**config.mk**
```make
export PLATFORM = sky130hd
export DESIGN_NAME = vram_portb_ctrl
export DESIGN_NICKNAME = d
export VERILOG_FILES = /design/src/rtl/vram_portb_pkg.sv /design/src/rtl/vram_req_fifo.sv /design/src/rtl/vram_portb_ctrl.sv
export SDC_FILE = /design/constraint.sdc
export NUM_CORES = 1
export LEC_CHECK = 0
export BUFFER_PORTS_ARGS = -buffer_cell sky130_fd_sc_hd__buf_2
export CAP_MARGIN = 5
export CORE_UTILIZATION = 40
export CTS_BUF_LIST = sky130_fd_sc_hd__clkbuf_2 sky130_fd_sc_hd__clkbuf_4 sky130_fd_sc_hd__clkbuf_8
export DETAILED_ROUTE_END_ITERATION = 10
export SYNTH_ARGS = -nofsm -noshare
export SYNTH_HDL_FRONTEND = slang
export SYNTH_SLANG_ARGS = --single-unit
```
**constraint.sdc**
```tcl
create_clock -name clk -period 5 [get_ports clk]
set_clock_uncertainty 0.1 [all_clocks]
set_input_delay 0 -clock clk [delete_from_list [all_inputs] [get_ports clk]]
set_output_delay 0 -clock clk [all_outputs]
set_load 0.01 [all_outputs]
```
**src/rtl/vram_portb_pkg.sv**
```systemverilog
// Shared types for the VRAM port-B requester: RAM select, queued request record.
package vram_portb_pkg;

  localparam int NUM_VRAM    = 4;
  localparam int VRAM_ADDR_W = 12;
  localparam int VRAM_DATA_W = 64;
  localparam int VRAM_BE_W   = VRAM_DATA_W / 8;

  typedef enum logic [1:0] {
    SEL_TIL = 2'd0,
    SEL_PAT = 2'd1,
    SEL_PAL = 2'd2,
    SEL_SPR = 2'd3
  } vram_sel_e;

  typedef struct packed {
    logic                   wr;
    vram_sel_e              sel;
    logic [VRAM_ADDR_W-1:0] addr;
    logic [VRAM_DATA_W-1:0] wrdata;
    logic [VRAM_BE_W-1:0]   byteena;
  } vram_req_t;

  function automatic logic [NUM_VRAM-1:0] sel_onehot(input vram_sel_e sel);
    sel_onehot      = '0;
    sel_onehot[sel] = 1'b1;
  endfunction

endpackage

```
**src/rtl/vram_req_fifo.sv**
```systemverilog
// Synchronous request FIFO; pointers carry one extra wrap bit to tell full from empty.
module vram_req_fifo
  import vram_portb_pkg::*;
#(
  parameter int FIFO_DEPTH = 4
) (
  input  logic      clk,
  input  logic      reset,
  input  logic      push,
  input  vram_req_t push_req,
  input  logic      pop,
  output vram_req_t head,
  output logic      full,
  output logic      empty
);

  localparam int PTR_W = $clog2(FIFO_DEPTH);

  vram_req_t        mem [FIFO_DEPTH];
  logic [PTR_W:0]   wr_ptr;
  logic [PTR_W:0]   rd_ptr;
  logic             do_push;
  logic             do_pop;

  assign empty   = (wr_ptr == rd_ptr);
  assign full    = (wr_ptr[PTR_W] != rd_ptr[PTR_W]) &&
                   (wr_ptr[PTR_W-1:0] == rd_ptr[PTR_W-1:0]);
  assign do_push = push && !full;
  assign do_pop  = pop && !empty;
  assign head    = mem[rd_ptr[PTR_W-1:0]];

  always_ff @(posedge clk) begin
    if (reset) begin
      wr_ptr <= '0;
      rd_ptr <= '0;
    end else begin
      if (do_push) wr_ptr <= wr_ptr + (PTR_W+1)'(1);
      if (do_pop)  rd_ptr <= rd_ptr + (PTR_W+1)'(1);
    end
  end

  always_ff @(posedge clk) begin
    if (do_push) mem[wr_ptr[PTR_W-1:0]] <= push_req;
  end

endmodule

```
**src/rtl/vram_portb_ctrl.sv**
```systemverilog
// VRAM port-B requester: queues CPU requests, issues them inside the PPU access window.
// Read path (response pipeline and q_b mux) is built only when VRAM_PORTB_RD_EN is defined.
module vram_portb_ctrl
  import vram_portb_pkg::*;
#(
  parameter int ADDR_W     = 12,
  parameter int DATA_W     = 64,
  parameter int FIFO_DEPTH = 4,
  parameter int RD_LAT     = 2
) (
  input  logic                         clk,
  input  logic                         reset,
  input  logic                         req_valid,
  output logic                         req_ready,
  input  logic                         req_wr,
  input  logic [1:0]                   req_sel,
  input  logic [ADDR_W-1:0]            req_addr,
  input  logic [DATA_W-1:0]            req_wrdata,
  input  logic [DATA_W/8-1:0]          req_byteena,
  input  logic                         win_open,
  output logic                         rsp_valid,
  output logic [DATA_W-1:0]            rsp_rddata,
  output logic [ADDR_W-1:0]            vram_addr_b,
  output logic [DATA_W-1:0]            vram_wrdata_b,
  output logic [DATA_W/8-1:0]          vram_byteena_b,
  output logic [NUM_VRAM-1:0]          vram_wren_b,
  input  logic [NUM_VRAM*DATA_W-1:0]   vram_rddata_b,
  output logic                         busy
);

  localparam int BE_W = DATA_W / 8;
`ifdef VRAM_PORTB_RD_EN
  localparam bit RD_PATH = 1'b1;
`else
  localparam bit RD_PATH = 1'b0;
`endif

  vram_req_t req_in;
  vram_req_t head;
  logic      full;
  logic      empty;
  logic      issue;

  always_comb begin
    req_in         = '0;
    req_in.wr      = req_wr;
    req_in.sel     = vram_sel_e'(req_sel);
    req_in.addr    = VRAM_ADDR_W'(req_addr);
    req_in.wrdata  = VRAM_DATA_W'(req_wrdata);
    req_in.byteena = VRAM_BE_W'(req_byteena);
  end

  vram_req_fifo #(.FIFO_DEPTH(FIFO_DEPTH)) u_fifo (
    .clk      (clk),
    .reset    (reset),
    .push     (req_valid),
    .push_req (req_in),
    .pop      (issue),
    .head     (head),
    .full     (full),
    .empty    (empty)
  );

  assign req_ready = !full;
  assign issue     = !empty && win_open;

  // Issue stage: port-B registers, RAM sees the access the cycle after dequeue
  always_ff @(posedge clk) begin
    if (reset) begin
      vram_addr_b    <= '0;
      vram_wrdata_b  <= '0;
      vram_byteena_b <= '0;
      vram_wren_b    <= '0;
    end else begin
      vram_wren_b <= '0;
      if (issue && (head.wr || RD_PATH)) vram_addr_b <= ADDR_W'(head.addr);
      if (issue && head.wr) begin
        vram_wren_b    <= sel_onehot(head.sel);
        vram_wrdata_b  <= DATA_W'(head.wrdata);
        vram_byteena_b <= BE_W'(head.byteena);
      end
    end
  end

`ifdef VRAM_PORTB_RD_EN
  logic [RD_LAT:0]   vld_p;
  vram_sel_e         sel_p [RD_LAT+1];
  logic [DATA_W-1:0] rsp_mux;
  logic [DATA_W-1:0] rsp_hold;

  // Read pipeline: stage 0 aligns with the registered address, stage RD_LAT with q_b
  always_ff @(posedge clk) begin
    if (reset) begin
      vld_p <= '0;
    end else begin
      vld_p[0] <= issue && !head.wr;
      for (int i = 1; i <= RD_LAT; i++) vld_p[i] <= vld_p[i-1];
    end
  end

  always_ff @(posedge clk) begin
    sel_p[0] <= head.sel;
    for (int i = 1; i <= RD_LAT; i++) sel_p[i] <= sel_p[i-1];
  end

  assign rsp_mux = vram_rddata_b[int'(sel_p[RD_LAT])*DATA_W +: DATA_W];

  // Response stage: hold the last returned word between pulses
  always_ff @(posedge clk) begin
    if (reset) begin
      rsp_hold <= '0;
    end else if (vld_p[RD_LAT]) begin
      rsp_hold <= rsp_mux;
    end
  end

  assign rsp_valid  = vld_p[RD_LAT];
  assign rsp_rddata = rsp_valid ? rsp_mux : rsp_hold;
  assign busy       = !empty || (|vld_p);
`else
  logic unused_rd;
  assign unused_rd  = (^vram_rddata_b) ^ (RD_LAT > 0);
  assign rsp_valid  = 1'b0;
  assign rsp_rddata = '0;
  assign busy       = !empty;
`endif

endmodule

```
==> results.cfg <==
[detailed_routing]
via_per_inst = 4.85
first_iter_violations = 495
drtPass1Iterations = 5
postRouteAntennaNets = 0
routed_wl_um = 36700
wl_per_cell_um = 19.7
drcViolationCount = 0
via_count = 9020

[sta]
post-route-period-util_pct = 63.7
max_freq_mhz = 314
hold_slack_ns = 0.0451
finalCriticalPeriod_ns = 3.18
drv_slew = 0
tightestPinTransition_ns = 0.998
setup_viol = 0
tns_ns = 0
final-hold-violation-count = 0
max-slew-margin-rel_pct = 33.5
rsz0062_at_grt = false

[clock_network]
cts.root.buffer_cell = clkbuf_8
cts_tree = built
cts_buffers = 76
htreeDepth = 3
clock_sinks = 444
clk_latency_ns = 0.62
ctsHoldBuffers = 107
post_cts_buffers = 0
clk_path_buf_depth = 3
ctsResizeCount = 0
clk_pin_slew_worst_paths_ns = 0.07

[floorplan]
core_um2 = 40100
floorplan.die.height_um = 205
start_util_pct = 41.0
die_w_um = 205
ios = 502
core.rowCount = 73
dieArea_um2 = 41900

[hold_path]
hold_path_class = primary input to register
min_path_cells = 2

[grt]
grt_pass1_wl_um = 55700
antenna_found_initial = 5
grt_overflow = 0
track_usage_pct = 18.0
first_global_vias = 9535
grt_max_degree = 63

[yosys]
netlist.area_leader.share_pct = 63.5
ys.flop_type = edfxtp_1
ys_seq_area_share_pct = 75.2
synth_edf_count = 348
synth_common_cells = edfxtp_1 (348), nand2_1 (170), dfxtp_1 (96)
postSynthCellCount = 941
avgSynthCellArea_um2 = 17.5
yosysMostFrequentCell = edfxtp_1
ys_types = 24
async_reset_ff_share_pct = 0
synth_area_leaders = edfxtp_1 (64%), mux4_2 (12%), dfxtp_1 (12%)
synth_seq_cells = 444
synth_top_cell_by_area = edfxtp_1
ys_warn_count = 0
netlist_area_um2 = 16400

[layout]
syn2layout_area_growth_pct = 23.5
drive_gt1_share_pct = 31.4
fin_area_um2 = 20300
layout.nets = 1621

[worst_setup_path]
cp.depth = 5
rr_worst_depth = 5
worst_setup_path_start_kind = register
crit_chain = xor2_1, nor2_1, a21boi_0, and2_4, buf_12
max_stage_delay_ns = 0.76
crit_arrival_ns = 3.37
critPathMaxFanout = 49
worst_ep_required_time_ns = 5.18
critPathSlowestCell = and2_4
path_class = register to register
crit_buf_inv = 1
critPathCaptureType = register
crit_family = simple AND/OR/NAND/NOR gates

[power_and_ir_drop]
vdd_drop_max_mv = 0.242
powerDensity_nw_per_um2 = 436
finalPower_mw = 8.86
leakage_nw = 7.21

[place]
port_buffers = 180
gp_congestion = 0.757
place_area_um2 = 17700
place_hpwl_um = 21300

[run_status]
status = completed

[job]
cap_violations = 0
layer usage:
layer / up-vias / track usage [%] / share of wire (%) / wire length, um
li1: 4106 / - / - / -
met5: - / 0 / 0.035 / 13
met3: 54 / 5.04 / 6.7 / 2450
met2: 301 / 29.8 / 50 / 18200
met1: 4557 / 22.1 / 41 / 14900
met4: 2 / 7.94 / 3.2 / 1170
power by group:
part	internal, mW	total (mW)	switching, mW
Clock	1.84	3.27	1.43
Sequential	4.23	4.36	0.126
Combinational	0.563	1.23	0.670
Total	6.64	8.86	2.22
through the flow:
step | utilization, % | cells | setup WS (ns)
6_report | 50.6 | 1858 | 1.82
5_1_grt | 50.6 | 1858 | 1.58
4_1_cts | 50.6 | 1855 | 1.79
3_5_place_dp | 44.1 | 1609 | 1.82
3_3_place_gp | 44.1 | 1609 | 1.87
2_1_floorplan | - | 1005 | 1.27
cells in the final DEF (no fill, tap or decap), types with 4 or more instances in the layout:
cell type	synthesis	routed
a21oi_1	84	84
buf_2	19	179
buf_4	68	10
clkbuf_4	0	27
clkbuf_8	0	90
clkinv_1	0	8
clkinv_2	0	9
clkinvlp_4	0	4
conb_1	1	65
dfxtp_1	96	94
dlygate4sd3_1	0	107
edfxtp_1	348	348
ha_1	5	5
mux4_2	87	87
nand2_1	170	170
nor2_1	10	10
xor2_1	6	6
flip-flops by register name, indices dropped and copies added (netlist names), named ones only:
name	cells
vram_wrdata_b	64
vram_byteena_b	8
u_fifo.wr_ptr	3
vram_addr_b	12
u_fifo.rd_ptr	3
vram_wren_b	4
u_fifo.mem	348
kinds of logic after synthesis:
family	share of synthesized area (%)
AO/OA/AOI/OAI	2.96
buffers and inverters	4.60
AND/OR/NAND/NOR	4.34
adder cells (fa/ha/maj)	0.380
multiplexers	12.0
XOR/XNOR	0.426
other	0.0228
flip-flops	75.2
area by class of cell:
class                           instances  area, um^2
Clock buffer                          117        1440
Fill cell                            3405       19800
Clock inverter                         22         114
Sequential cell                       444       12400
Tap cell                              525         657
Timing Repair Buffer                  299        2100
Antenna cell                            3        7.51
Inverter                                4        17.5
Multi-Input combinational cell        444        3590
path summary, 6_finish.rpt:
path / slack [ns] / end / from
worst max-delay path: 1.82 / u_fifo.mem[0][77] / u_fifo.wr_ptr[1]
worst max register to register: 1.82 / u_fifo.mem[0][77] / u_fifo.wr_ptr[1]
worst min-delay path: 0.05 / u_fifo.mem[3][36] / req_wrdata[28]
worst min register to register: 0.35 / vram_wrdata_b[19] / vram_wrdata_b[19]
(Power assumes the default switching activity.)
